`config.mk`:
```
export PLATFORM = sky130hd
export DESIGN_NAME = vga_frame_scheduler
export DESIGN_NICKNAME = d
export VERILOG_FILES = /design/src/rtl/vga_timing_pkg.sv /design/src/rtl/vga_layer_mux.sv /design/src/rtl/vga_frame_scheduler.sv
export SDC_FILE = /design/constraint.sdc
export NUM_CORES = 1
export LEC_CHECK = 0
export CORE_MARGIN = 8
export CORE_UTILIZATION = 43
export CTS_BUF_LIST = sky130_fd_sc_hd__clkbuf_4 sky130_fd_sc_hd__clkbuf_8
export CTS_CLUSTER_DIAMETER = 60
export DETAILED_ROUTE_END_ITERATION = 8
export MAX_ROUTING_LAYER = met4
export PLACE_DENSITY = 0.95
export SLEW_MARGIN = 10
export SYNTH_ARGS = -nofsm -noshare
export SYNTH_HDL_FRONTEND = slang
export SYNTH_SLANG_ARGS = --single-unit
```
`constraint.sdc`:
```
create_clock -name vga_clk -period 2.3 [get_ports vga_clk]
set_input_delay 0.46 -clock vga_clk [delete_from_list [all_inputs] [get_ports vga_clk]]
set_output_delay 0.46 -clock vga_clk [all_outputs]
set_load 0.1 [all_outputs]
```
`src/rtl/vga_timing_pkg.sv`:
```
// Shared VGA timing constants, colour width and update-window FSM encodings.
// vga_sync and the frame scheduler both import this package.
package vga_timing_pkg;

   localparam int H_VISIBLE = 640;
   localparam int V_VISIBLE = 480;
   localparam int V_TOTAL   = 525;
   localparam int COLOR_W   = 12;

   localparam logic [1:0] ST_DISPLAY = 2'd0;
   localparam logic [1:0] ST_OPEN    = 2'd1;
   localparam logic [1:0] ST_GRANTED = 2'd2;
   localparam logic [1:0] ST_CLOSED  = 2'd3;

   typedef enum logic [1:0] {
      S_DISPLAY = ST_DISPLAY,
      S_OPEN    = ST_OPEN,
      S_GRANTED = ST_GRANTED,
      S_CLOSED  = ST_CLOSED
   } upd_state_e;

   function automatic logic [7:0] sat_inc8(input logic [7:0] v);
      return (v == 8'hFF) ? v : v + 8'd1;
   endfunction

endpackage

```
`src/rtl/vga_layer_mux.sv`:
```
// Fixed-priority layer select: the lowest-index opaque layer wins,
// BG_COLOR when no layer reports a hit.
module vga_layer_mux #(
   parameter int NUM_LAYERS = 4,
   parameter logic [vga_timing_pkg::COLOR_W-1:0] BG_COLOR = '0
) (
   input  logic [NUM_LAYERS-1:0]                          layer_hit,
   input  logic [vga_timing_pkg::COLOR_W*NUM_LAYERS-1:0]  layer_rgb,
   output logic [vga_timing_pkg::COLOR_W-1:0]             sel_rgb
);
   import vga_timing_pkg::*;

   // Walk from lowest priority upward so layer 0 overwrites last.
   always_comb begin
      sel_rgb = BG_COLOR;
      for (int i = NUM_LAYERS - 1; i >= 0; i--) begin
         if (layer_hit[i]) sel_rgb = layer_rgb[i*COLOR_W +: COLOR_W];
      end
   end

endmodule

```
`src/rtl/vga_frame_scheduler.sv`:
```
// Pixel compositor with sync realignment and a once-per-frame game-update window.
//
//   state     | meaning
//   ----------+-------------------------------------------------------------
//   DISPLAY   | active scan (or waiting out vblank after reset); no window
//   OPEN      | vblank started, waiting for upd_req
//   GRANTED   | upd_grant high, game logic may touch layer state
//   CLOSED    | update done this frame; further requests wait for next frame
module vga_frame_scheduler #(
   parameter int NUM_LAYERS  = 4,
   parameter int LAT         = 1,
   parameter int H_VISIBLE   = vga_timing_pkg::H_VISIBLE,
   parameter int V_VISIBLE   = vga_timing_pkg::V_VISIBLE,
   parameter int V_TOTAL     = vga_timing_pkg::V_TOTAL,
   parameter int GUARD_LINES = 2,
   parameter logic [vga_timing_pkg::COLOR_W-1:0] BG_COLOR = 12'h000
) (
   input  logic                                          vga_clk,
   input  logic                                          clrn,
   input  logic [9:0]                                    col,
   input  logic [9:0]                                    row,
   input  logic                                          hsync_in,
   input  logic                                          vsync_in,
   output logic [9:0]                                    pix_x,
   output logic [9:0]                                    pix_y,
   input  logic [NUM_LAYERS-1:0]                         layer_hit,
   input  logic [vga_timing_pkg::COLOR_W*NUM_LAYERS-1:0] layer_rgb,
   output logic [vga_timing_pkg::COLOR_W-1:0]            rgb,
   output logic                                          hsync,
   output logic                                          vsync,
   output logic                                          frame_tick,
   input  logic                                          upd_req,
   input  logic                                          upd_done,
   output logic                                          upd_grant,
   output logic                                          upd_abort,
   output logic [7:0]                                    overrun_cnt
);
   import vga_timing_pkg::*;

   localparam int D = LAT + 2;
   localparam logic [9:0] COL_VIS_END = 10'(H_VISIBLE);
   localparam logic [9:0] ROW_VIS_END = 10'(V_VISIBLE);
   localparam logic [9:0] ROW_WIN_END = 10'(V_TOTAL - GUARD_LINES);

   logic               vis_in;
   logic               frame_evt;
   logic               we_evt;
   logic [LAT:0]       vis_pipe;
   logic [D-1:0]       hs_pipe;
   logic [D-1:0]       vs_pipe;
   logic [COLOR_W-1:0] mux_rgb;
   upd_state_e         state;
   upd_state_e         state_nxt;
   logic               abort_nxt;

   assign vis_in    = (col < COL_VIS_END) && (row < ROW_VIS_END);
   assign frame_evt = (col == 10'd0) && (row == ROW_VIS_END);
   assign we_evt    = (col == 10'd0) && (row == ROW_WIN_END);

   vga_layer_mux #(
      .NUM_LAYERS (NUM_LAYERS),
      .BG_COLOR   (BG_COLOR)
   ) u_layer_mux (
      .layer_hit (layer_hit),
      .layer_rgb (layer_rgb),
      .sel_rgb   (mux_rgb)
   );

   // vis travels alongside the layer latency so blanking lands on the same pixel.
   always_ff @(posedge vga_clk or negedge clrn) begin
      if (!clrn) begin
         pix_x      <= '0;
         pix_y      <= '0;
         vis_pipe   <= '0;
         hs_pipe    <= '0;
         vs_pipe    <= '0;
         rgb        <= '0;
         frame_tick <= 1'b0;
      end else begin
         pix_x      <= col;
         pix_y      <= row;
         vis_pipe   <= {vis_pipe[LAT-1:0], vis_in};
         hs_pipe    <= {hs_pipe[D-2:0], hsync_in};
         vs_pipe    <= {vs_pipe[D-2:0], vsync_in};
         rgb        <= vis_pipe[LAT] ? mux_rgb : '0;
         frame_tick <= frame_evt;
      end
   end

   assign hsync = hs_pipe[D-1];
   assign vsync = vs_pipe[D-1];

   always_comb begin
      state_nxt = state;
      abort_nxt = 1'b0;
      case (state)
         S_DISPLAY: begin
            if (frame_evt) state_nxt = S_OPEN;
         end
         S_OPEN: begin
            if (we_evt)       state_nxt = S_DISPLAY;
            else if (upd_req) state_nxt = S_GRANTED;
         end
         S_GRANTED: begin
            // A done landing on the window-end sample still counts as finished.
            if (upd_done) begin
               state_nxt = we_evt ? S_DISPLAY : S_CLOSED;
            end else if (we_evt) begin
               state_nxt = S_DISPLAY;
               abort_nxt = 1'b1;
            end
         end
         S_CLOSED: begin
            if (we_evt) state_nxt = S_DISPLAY;
         end
         default: state_nxt = S_DISPLAY;
      endcase
   end

   always_ff @(posedge vga_clk or negedge clrn) begin
      if (!clrn) begin
         state       <= S_DISPLAY;
         upd_grant   <= 1'b0;
         upd_abort   <= 1'b0;
         overrun_cnt <= '0;
      end else begin
         state     <= state_nxt;
         upd_grant <= (state_nxt == S_GRANTED);
         upd_abort <= abort_nxt;
         if (abort_nxt) overrun_cnt <= sat_inc8(overrun_cnt);
      end
   end

endmodule

```
==> impl_results.md <==
* Total gr overflow at 0
* Setup WS post-layout at about 0.33 ns
* Initial antenna violation count at 0
* Min Tclk post-route at 1.97 ns
* Initial Utilization at a little over two fifths
* Synth area leader: dfrtp_1
* Post-DP HPWL at 5430 microns
* Worst hold path class: in -> async
* Post-CTS setup buffer count at 0
* GRT Util Overall at a little under a fifth
* Synthesized flop and latch total at 53
* Critical path class: in -> reg
* Die area at around 7600 sq um
* Fin cells at between 300 and 400
* Placed Instances at about 370
* Largest net degree at the start of global routing at 29
* Die width at about 87 microns
* Fill cells at 380
* Tcrit/Tclk final at a little under nine tenths
* Clock buffer depth at 2
* Reg2Reg Depth at 4
* Proportion of layout cells with a drive suffix above 1 at 25.0%
* Mapped Nets at 260
* Post-Synthesis Cell Area at roughly 2200 sq um
* RSZ-0062 raised after global routing: false
* Placer Congestion at 0.788
* Average wire per standard cell at ~17 microns
* # rows at 26
* Post-route ant nets at 0
* PnR Total Power at 0.00207 W
* Maxcap violations at 0
* CTS tree: yes
* Final Skew at around 0.0083 ns
* Unique cell type count in the Yosys netlist at 34
* Fin nets at 390
* Final hold vios at 0
* Top-count cell post-synth: dfrtp_1
* Vias in the first global route at between 2000 and 2500
* Fmax at 508 MHz
* IR drop worst, VDD at approximately 0.38 mV
* R2r endpoint: overrun_cnt[7]
* Sink Count at 53
* Vias at just under 2000
* Placed Area at between 3000 and 4000 sq um
* Antenna Cells at 0
* Finished layout cell area at about 3500 sq um
* Fin. max-slew vios at 0
* Hold-fix buffer count after cts at 0
* Vias per inst at roughly 5.0
* Leak at between 1.5 and 2 nW
* Status: finished clean
* Top_reg_cell synth: dfrtp_1
* Synthesized instance count at around 180
* # setup viols final at 0
* Clock slew at reported path FFs at roughly 0.1 ns
* DRT Pass-1 Iters at 4
* Worst Setup Start Kind: input pin
* Critical Path Fanout Max at 3
* Power per cell area at roughly 590 nW/um^2
* Relative slew margins at between 50% and 60%
* Synthesis-to-finish area growth at 60.9%
* Seq/Total Area, Yosys at between 60 and 70%
* Placement Setup Slack at -0.0127 ns
* Synth warn at 0
* Syn avg cell area at between 10 and 15 sq um
* PortBufs at approximately 120
* Final wirelength at ~6500 microns
* Resized Gates After CTS at 0
* I/O pin cnt at approximately 120
* Hold slack at 0.145 ns
* Critical path endpoint category: register
* Core Area at around 5000 sq um
* Ys async rst share at 100%
* Req. time, crit path at approximately 2.5 ns
* Die height at about 87 microns
* Root Driver: clkbuf_8
* CTS H-tree lvls at 2
* Reg area at around 1300 sq um
* Area occupied by multi-input gates at around 820 sq um
* Synth top area share at about 61%
* First-pass GRT wire length at around 10000 microns
* RR Startpoint: state[0]
* Initial DRC Count at 48
* Area contributors post-synth: dfrtp_1 61%, a221oi_1 4.4%, o31ai_1 3.8%
* Flop-to-flop setup slack at 0.55 ns
* Post-synth EDFFs at 0
* Most frequent cells after synthesis: 53 x dfrtp_1, 17 x nand2_1, 13 x nor2b_1
* Number of remaining DRC errors at 0
* Worst EP arrival at approximately 2.2 ns
* Total CTS buffers at 5
* Worst-margin pin slew at 0.736 ns
* Clock latency on the worst-skew pair at roughly 0.31 ns
==> flip-flops by register name (all words and copies together) (netlist names) <==
signal,cells
pix_x,10
rgb,12
state,2
frame_tick,1
pix_y,10
overrun_cnt,8
upd_grant,1
hs_pipe,3
vs_pipe,3
vis_pipe,2
upd_abort,1
==> logic make-up after synthesis <==
kind of cell / count (synthesis) / share of synthesized area (%)
AO/OA/AOI/OAI: 33 / 11.0
XOR/XNOR: 5 / 2.00
adder cells (fa/ha/maj): 1 / 0.571
buffers and inverters: 10 / 1.77
flip-flops: 53 / 60.6
multiplexers: 3 / 1.54
AND/OR/NAND/NOR: 76 / 22.6
==> where the power goes <==
group	switching, W	internal, W
clock	0.000322	0.000220
sequential	0.0000137	0.000968
combinational	0.000347	0.000196
total	0.000682	0.00138
==> placed cells by master, fill, tap and decap left out, types with 2 or more instances in the layout <==
cell / Yosys / final
nor3_1: 2 / 2
nor2_1: 6 / 6
or2_2: 3 / 3
nand2_1: 17 / 17
inv_1: 3 / 3
nor4_1: 4 / 4
nand4_1: 3 / 3
a221oi_1: 11 / 11
o21ai_0: 5 / 5
nor4_4: 3 / 3
xor2_1: 5 / 5
clkbuf_8: 0 / 5
clkdlybuf4s50_1: 0 / 76
nor2b_1: 13 / 13
mux2_2: 3 / 3
o31ai_1: 11 / 11
dfrtp_2: 0 / 2
dfrtp_1: 53 / 51
nand3_1: 4 / 4
buf_4: 0 / 52
and2_1: 11 / 11
a21oi_1: 3 / 3
==> worst max-delay path by stage <==
stage	from	to	slack, ns	cells after the start
finish	col[7]	overrun_cnt[7]	0.33	5
global route	layer_hit[3]	rgb[6]	0.18	5
floorplan	overrun_cnt[2]	overrun_cnt[5]	0.24	4
global placement	col[7]	overrun_cnt[7]	0.05	5
detailed placement	col[7]	overrun_cnt[7]	-0.01	5
CTS	col[7]	overrun_cnt[7]	0.32	5
==> metrics by stage <==
stage | utilization (%) | setup TNS (ns)
final | 70.3 | 0
after CTS | 70.3 | 0
after global routing | 70.3 | 0
after floorplan | - | 0
after detailed placement | 68.4 | -0.0127
after global placement | 68.4 | 0
==> layer usage <==
metal	up-vias	part of all wire [%]	wire length [microns]	track usage, %
li1	909	-	-	-
met4	0	3.4	223	9.69
met5	-	0	0	-
met1	914	37	2400	17.9
met3	13	7.0	459	5.09
met2	87	53	3450	32.2
==> area by class of cell <==
| class | instances | area share [%] |
|---|---|---|
| well taps | 70 | 2.49 |
| flip-flops and latches | 53 | 37.7 |
| repair buffers | 130 | 33.4 |
| clock inverters | 3 | 0.710 |
| multi-input cells | 118 | 23.4 |
| inverters | 3 | 0.320 |
| clock buffers | 5 | 1.95 |
==> worst max-delay path: stages <==
cell             delay (ns)
clkdlybuf4s50_1        0.48
nor4_4                 0.40
nand4_1                0.19
nor4_2                 0.29
mux2_2                 0.36
No activity file was read; power rests on OpenSTA's default activity.
